[src/rtl/periph_gpio_pkg.sv]
// Shared register offsets and APB FSM encoding for the GPIO peripheral.
package periph_gpio_pkg;

   localparam logic [4:0] GPIO_OFS_OUT      = 5'h00;
   localparam logic [4:0] GPIO_OFS_OE       = 5'h04;
   localparam logic [4:0] GPIO_OFS_IN       = 5'h08;
   localparam logic [4:0] GPIO_OFS_INT_EN   = 5'h0C;
   localparam logic [4:0] GPIO_OFS_INT_STAT = 5'h10;
   localparam logic [4:0] GPIO_OFS_SET      = 5'h14;
   localparam logic [4:0] GPIO_OFS_CLR      = 5'h18;

   typedef enum logic [1:0] {IDLE, SETUP, ACCESS} apb_state_e;

endpackage

[src/rtl/periph_gpio_sync.sv]
// Pad input synchronizer: two-flop sync plus a history flop for rising-edge detect.
module periph_gpio_sync #(
   parameter int GPIO = 16
) (
   input  logic            clk,
   input  logic            rst,
   input  logic [GPIO-1:0] pad,
   output logic [GPIO-1:0] sync,
   output logic [GPIO-1:0] rise
);

   logic [GPIO-1:0] meta;
   logic [GPIO-1:0] prev;

   // all three stages clear together so reset never fakes an edge
   always_ff @(posedge clk) begin
      if (rst) begin
         meta <= '0;
         sync <= '0;
         prev <= '0;
      end else begin
         meta <= pad;
         sync <= meta;
         prev <= sync;
      end
   end

   assign rise = sync & ~prev;

endmodule

[src/rtl/periph_gpio_apb.sv]
// APB GPIO controller: one-wait-state APB slave, pad sync, rising-edge level irq.
// Define PERIPH_GPIO_ATOMIC_EN to add the OUT_SET/OUT_CLR write-only registers.
module periph_gpio_apb
   import periph_gpio_pkg::*;
#(
   parameter int PADDR = 32,
   parameter int PDATA = 32,
   parameter int GPIO  = 16
) (
   input  logic             clk,
   input  logic             rst,
   input  logic             psel,
   input  logic             penable,
   input  logic             pwrite,
   input  logic [PADDR-1:0] paddr,
   input  logic [PDATA-1:0] pwdata,
   output logic [PDATA-1:0] prdata,
   output logic             pready,
   output logic             pslverr,
   input  logic [GPIO-1:0]  gpio_in,
   output logic [GPIO-1:0]  gpio_out,
   output logic [GPIO-1:0]  gpio_oe,
   output logic             irq
);

   if (GPIO > PDATA) begin : g_width_chk
      $error("periph_gpio_apb: GPIO must not exceed PDATA");
   end

   apb_state_e      state, nxt;
   logic [GPIO-1:0] sync, rise;
   logic [GPIO-1:0] int_en, int_stat, clr, rd, wd;
   logic [4:0]      ofs;
   logic            mapped, err, wr_ok;
   logic            unused_ok;

   assign unused_ok = ^{paddr, pwdata};
   assign ofs       = {paddr[4:2], 2'b00};
   assign wd        = pwdata[GPIO-1:0];

   periph_gpio_sync #(.GPIO(GPIO)) u_sync (
      .clk  (clk),
      .rst  (rst),
      .pad  (gpio_in),
      .sync (sync),
      .rise (rise)
   );

   always_ff @(posedge clk) begin
      if (rst) state <= IDLE;
      else     state <= nxt;
   end

   always_comb begin
      nxt = state;
      case (state)
         IDLE:    if (psel && !penable) nxt = SETUP;
         SETUP:   if (!psel) nxt = IDLE;
                  else if (penable) nxt = ACCESS;
         ACCESS:  nxt = IDLE;
         default: nxt = IDLE;
      endcase
   end

   always_comb begin
      mapped = 1'b1;
      rd     = '0;
      case (ofs)
         GPIO_OFS_OUT:      rd = gpio_out;
         GPIO_OFS_OE:       rd = gpio_oe;
         GPIO_OFS_IN:       rd = sync;
         GPIO_OFS_INT_EN:   rd = int_en;
         GPIO_OFS_INT_STAT: rd = int_stat;
`ifdef PERIPH_GPIO_ATOMIC_EN
         GPIO_OFS_SET, GPIO_OFS_CLR: rd = '0;
`endif
         default:           mapped = 1'b0;
      endcase
      err = !mapped || (pwrite && ofs == GPIO_OFS_IN);
   end

   always_comb begin
      pready  = (state == ACCESS);
      pslverr = pready && err;
      prdata  = '0;
      if (pready && !err) prdata[GPIO-1:0] = rd;
   end

   assign wr_ok = (state == ACCESS) && pwrite && !err;
   assign clr   = (wr_ok && ofs == GPIO_OFS_INT_STAT) ? wd : '0;

   // set term is OR-ed after the clear so a coincident edge wins
   always_ff @(posedge clk) begin
      if (rst) begin
         gpio_out <= '0;
         gpio_oe  <= '0;
         int_en   <= '0;
         int_stat <= '0;
         irq      <= 1'b0;
      end else begin
         int_stat <= (int_stat & ~clr) | (rise & int_en);
         irq      <= |(int_stat & int_en);
         if (wr_ok) begin
            case (ofs)
               GPIO_OFS_OUT:    gpio_out <= wd;
               GPIO_OFS_OE:     gpio_oe  <= wd;
               GPIO_OFS_INT_EN: int_en   <= wd;
`ifdef PERIPH_GPIO_ATOMIC_EN
               GPIO_OFS_SET:    gpio_out <= gpio_out | wd;
               GPIO_OFS_CLR:    gpio_out <= gpio_out & ~wd;
`endif
               default: ;
            endcase
         end
      end
   end

endmodule
[config.mk]
export PLATFORM = sky130hd
export DESIGN_NAME = periph_gpio_apb
export DESIGN_NICKNAME = d
export VERILOG_FILES = /design/src/rtl/periph_gpio_pkg.sv /design/src/rtl/periph_gpio_sync.sv /design/src/rtl/periph_gpio_apb.sv
export SDC_FILE = /design/constraint.sdc
export NUM_CORES = 1
export LEC_CHECK = 0
export CAP_MARGIN = 20
export CORE_MARGIN = 2
export CORE_UTILIZATION = 45
export DETAILED_ROUTE_END_ITERATION = 8
export PLACE_DENSITY_LB_ADDON = 0.1
export SKIP_LAST_GASP = 1
export SLEW_MARGIN = 40
export SYNTH_ARGS = -nofsm -noshare
export SYNTH_HDL_FRONTEND = slang
export SYNTH_SLANG_ARGS = --single-unit
[constraint.sdc]
create_clock -name clk -period 3 [get_ports clk]
set_clock_uncertainty 0.1 [all_clocks]
set_input_delay 0.3 -clock clk [delete_from_list [all_inputs] [get_ports clk]]
set_output_delay 0.3 -clock clk [all_outputs]
set_load 0.01 [all_outputs]
==> reports/metrics.yaml, run 1 <==
sta:
  period_needed_ns: 2.76
  finalSetupTns_ns: 0
  maxSlewHeadroom: 0.465
  finalMaxSlewViolations: 0
  rsz0062_at_grt: "false"
  post-route-period-util: 0.921
  worst_pin_slew_ns: 0.803
  final-setup-viol-count: 0
  timing.fmax_ghz: 0.362
  finalHoldViolCount: 0
global_route:
  grt_max_degree: 116
  grt_pass1_vias: 3560
  gr-total-overflow: 0
  grt_pass1_wl_microns: 19100
  grt_usage: 0.222
  antenna_found_initial: 0
min_path:
  min_path_type: "input port to flop"
  min_path_cells: 2
  hold_end: "u_sync.sync[3]"
  hold_start: "rst"
cells_and_area:
  drive_gt1_frac: 0.106
  mostFrequentLayoutCells: "115 x dfxtp_1, 97 x nand2_1, 89 x clkdlybuf4s50_1, 64 x a21oi_1, 51 x nor2b_1"
  layout_commonest_cell: "dfxtp_1"
  n_fill_cell: 907
  n_antenna_cell: 0
  nNetsFinal: 704
  syn_to_final_growth_pct: 33.2
  finalNonFillerCells: 768
logic_synthesis:
  synth_flop_cell: "dfxtp_1"
  netlist_instances: 532
  async_flop_share: 0
  synth.avg_cell_area_sq_um: 8.87
  yosys_register_bits: 115
  synth_area_sq_um: 4720
  synth_seq_area_share: 0.488
  synth_edf_count: 0
  yosys.cell_types.count: 36
  yosysWarnings: 0
clocking:
  cts_hold_buf: 0
  cts_made_buffers: 17
  postCtsSetupRepairBufs: 0
  htree_levels: 4
  cts.sinks: 115
  root_buffer: "clkbuf_8"
  ctsResizeCount: 0
  clock_latency_ns: 0.51
  clk_pin_slew_ns: 0.06
  cts_buffer_depth: 2
  cts_tree: "yes"
worst_setup_path:
  reg2reg_to: "int_en[6]"
  worstPathArrival_ns: 2.36
  reg2reg_from: "state[1]"
  critPathRequiredTime_ns: 2.60
  worst_path_max_delay_cell: "clkdlybuf4s50_1"
  crit_path_end_kind: "output pin"
  ff2ff_path_depth: 4
  cp_slowest_stage_delay_ns: 0.60
  r2r_slack_ns: 1.06
  cp_max_fo: 5
  critical_path_class: "flop to output pin"
  cp-start-kind: "flop"
  path_cells: "and2b_1 -> and2_1 -> a21boi_0 -> clkdlybuf4s50_1"
drt:
  drtAntennaViolNets: 0
  drt-total-wl_microns: 12300
  firstDrtPassIters: 5
  drc: 0
  via_count: 3974
  first_iter_violations: 288
  viasPerCell: 5.17
  routedWlPerCell_microns: 16.0
pwr:
  power_mw: 3.78
  powerDensity_nw_per_um2: 601
  leakage_nw: 2.25
  ir_drop_v: 0.000317
floorplan:
  core_area_sq_um: 10200
  ios: 152
  die_area_sq_um: 11300
  die_w_microns: 106
  die_h_microns: 106
  placementRows: 37
  start_util: 0.461
run:
  maxCapViolations: 0
place:
  place_hpwl_microns: 8360
  io_buffers: 90
  dp.cells: 736
  place_congestion: 0.860
status:
  status: "finished clean"
-- cell type report --
type	instances	area [sq um]	area share
Sequential cell	115	2300	0.366
Multi-Input combinational cell	364	2120	0.337
Timing Repair Buffer	105	1030	0.163
Clock buffer	18	428	0.0681
Clock inverter	14	179	0.0285
Tap cell	136	170	0.0271
Inverter	16	60.1	0.00955
-- how the worst max path moves through the flow --
stage	from	end	slack [ns]	depth (start not counted)
after detailed placement	paddr[2]	prdata[14]	0.28	7
after global placement	paddr[2]	prdata[9]	0.31	8
final	state[1]	prdata[14]	0.24	4
after CTS	state[1]	prdata[14]	0.23	4
after floorplan	paddr[2]	prdata[10]	1.23	6
after global routing	state[1]	prdata[14]	0.13	4
-- per-stage QoR --
step                       util  setup slack, ns  hold WS [ns]  instance area (sq um)
after floorplan               -             1.23         0.279                   4770
after global placement    0.555            0.311         0.317                   5680
after detailed placement  0.555            0.282         0.320                   5680
after CTS                 0.614            0.232         0.208                   6290
after global routing      0.614            0.133         0.212                   6290
final                     0.614            0.236         0.218                   6290
-- synth_stat cells (15+ instances only) --
master | instances | share of area
buf_4 | 21 | 0.033
a22oi_1 | 32 | 0.051
inv_1 | 16 | 0.013
a21oi_1 | 64 | 0.068
clkbuf_1 | 21 | 0.017
o22ai_1 | 16 | 0.021
mux2_2 | 15 | 0.036
nor2b_1 | 51 | 0.068
nand3b_1 | 16 | 0.025
o21ai_0 | 16 | 0.017
nand2_1 | 97 | 0.077
and2_1 | 16 | 0.021
dfxtp_1 | 115 | 0.49
-- layer usage --
layer  vias up  global-route usage  wire length [microns]
li1       1956                   -                      -
met1      1824               0.314                   5730
met2       184               0.322                   5320
met3        10              0.0589                   1080
met4         0              0.0846                    148
met5         -                   0                      0
-- where the power goes --
| group | switching (mW) | leakage [nW] | internal [mW] |
|---|---|---|---|
| combinational | 0.0996 | 1.02 | 0.0884 |
| clock | 0.731 | 0.288 | 1.29 |
| sequential | 0.0114 | 0.935 | 1.55 |
-- worst max-delay path: cells and delay by family (launching register included) --
family                 cells  cell delay (ns)
buffers and inverters      1             0.60
AO/OA/AOI/OAI              1             0.28
flip-flops                 1             0.49
AND/OR/NAND/NOR            2             0.49
-- kinds of logic (layout without fill, tap and decap cells) --
group / after synthesis / after routing / synth area share
buffers and inverters: 68 / 153 / 0.0748
muxes: 16 / 16 / 0.0414
other: 1 / 16 / 0.000795
and+or+nand+nor: 196 / 196 / 0.224
AOI/OAI and AO/OA: 136 / 136 / 0.171
DFF: 115 / 115 / 0.488
-- flip-flops by register name, summed over array words and instances (netlist names) --
signal and flops:
u_sync.prev 16, int_en 16, irq 1, gpio_out 16, state 2, gpio_oe 16, int_stat 16, u_sync.sync 16
u_sync.meta 16
Power figures use the tool's default switching activity.
==> run 2: changes to the inputs <==
--- a/config.mk
+++ b/config.mk
@@ -7,7 +7,7 @@
 export LEC_CHECK = 0
 export CAP_MARGIN = 20
 export CORE_MARGIN = 2
-export CORE_UTILIZATION = 45
+export CORE_UTILIZATION = 50
 export DETAILED_ROUTE_END_ITERATION = 8
 export PLACE_DENSITY_LB_ADDON = 0.1
 export SKIP_LAST_GASP = 1
==> reports/metrics.yaml, run 2 (synthesis gave the netlist of run 1 again) <==
status:
  status: "finished clean"
clocking:
  ctsResizeCount: 0
  clk_pin_slew_ns: 0.06
  root_buffer: "clkbuf_8"
  clock_latency_ns: 0.52
  cts_buffer_depth: 2
  cts_hold_buf: 0
  cts_made_buffers: 17
  htree_levels: 4
  cts_tree: "yes"
  postCtsSetupRepairBufs: 0
  cts.sinks: 115
global_route:
  antenna_found_initial: 0
  grt_usage: 0.255
  grt_pass1_wl_microns: 19800
  grt_pass1_vias: 3869
  grt_max_degree: 66
  gr-total-overflow: 0
worst_setup_path:
  worst_path_max_delay_cell: "clkdlybuf4s50_1"
  crit_buf_inv: 4
  worstPathArrival_ns: 2.42
  cp_common_cell: "clkdlybuf4s50_1"
  crit_path_end_kind: "output pin"
  cp-start-kind: "input port"
  critPathRequiredTime_ns: 2.60
  cpLargestDelayFamily: "buffers and inverters"
  critical_path_class: "input port to output pin"
  path_cells: "clkdlybuf4s50_1 -> buf_12 -> nor2b_1 -> buf_4 -> a22oi_1 -> o22ai_1 -> and2_1 -> clkdlybuf4s50_1"
  cp_slowest_stage_delay_ns: 0.52
  cp_max_fo: 23
cells_and_area:
  layout_commonest_cell: "dfxtp_1"
  syn_to_final_growth_pct: 33.1
  mostFrequentLayoutCells: "115 x dfxtp_1, 97 x nand2_1, 89 x clkdlybuf4s50_1, 64 x a21oi_1, 51 x nor2b_1"
  drive_gt1_frac: 0.111
  nNetsFinal: 710
  n_antenna_cell: 0
pwr:
  swShare: 0.221
  ir_drop_v: 0.000420
  powerDensity_nw_per_um2: 587
  clock_power_share: 0.522
  leakage_nw: 2.26
  power.net_switching_mw: 0.813
  comb_power_share: 0.053
  seqPwrFrac: 0.425
  power_mw: 3.69
  p_int_mw: 2.87
sta:
  period_needed_ns: 2.82
  rsz0062_at_grt: "false"
  timing.fmax_ghz: 0.355
  post-route-period-util: 0.939
  finalMaxSlewViolations: 0
  final-setup-viol-count: 0
  hold_ws_ns: 0.184
  maxSlewHeadroom: 0.480
  finalSetupTns_ns: 0
  worst_pin_slew_ns: 0.780
  finalHoldViolCount: 0
floorplan:
  ios: 152
  start_util: 0.513
  die_area_sq_um: 10200
  die_h_microns: 101
  placementRows: 35
  core_area_sq_um: 9200
  die_w_microns: 101
drt:
  firstDrtPassIters: 5
  routedWlPerCell_microns: 17.0
  first_iter_violations: 317
  drc: 0
  drtAntennaViolNets: 0
  viasPerCell: 5.50
  drt-total-wl_microns: 12700
  via_count: 4120
place:
  place_congestion: 0.906
  io_buffers: 90
  place_hpwl_microns: 8620
min_path:
  min_path_type: "input port to flop"
run:
  maxCapViolations: 0
[run 2: cell types whose count changed in the layout (fill, tap and decap cells not counted), sizes merged]
cell / delta
clkbuf: +3
inv: -1
clkinvlp: +2
clkinv: -3
buf: +6
bufinv: -1
[run 2: power groups by stage]
stage | Clock (mW) | Sequential, mW | Combinational, mW
2_1_floorplan | 0 | 1.59 | 0.111
3_3_place_gp | 0 | 1.60 | 0.188
3_5_place_dp | 0 | 1.60 | 0.191
4_1_cts | 1.94 | 1.57 | 0.192
5_1_grt | 2.02 | 1.57 | 0.209
6_report | 1.92 | 1.57 | 0.194
[run 2: final cells by class]
cell class | count | area (sq um)
clock buffers | 21 | 449
well taps | 111 | 139
fillers | 722 | 2920
clock inverters | 11 | 129
inverters | 16 | 60.1
multi-input cells | 364 | 2120
repair buffers | 111 | 1080
flip-flops and latches | 115 | 2300
[run 2: per-layer routing]
layer | up-vias | part of all wire | routed length [microns] | GRT usage
li1 | 1977 | - | - | -
met5 | - | 0 | 0 | 0
met3 | 24 | 0.067 | 851 | 0.0621
met1 | 1931 | 0.43 | 5490 | 0.327
met4 | 0 | 0.018 | 223 | 0.125
met2 | 188 | 0.48 | 6130 | 0.406
[run 2: final timing paths]
path                  startpoint              to  slack (ns)  cells after the start
setup reg to reg        state[1]     gpio_out[0]        1.06                      4
setup / recovery        paddr[2]      prdata[13]        0.18                      8
hold / removal               rst  u_sync.sync[2]        0.18                      2
hold reg to reg   u_sync.meta[7]  u_sync.sync[7]        0.33                      1
[run 2: through the flow]
stage               setup WS, ns  cell area (sq um)  utilization  std cells
global placement           0.213               5700        0.620        717
global route              0.0804               6280        0.683        749
detailed placement         0.212               5700        0.620        717
CTS                        0.203               6280        0.683        749
floorplan                   1.23               4770            -        547
finish                     0.182               6280        0.683        749
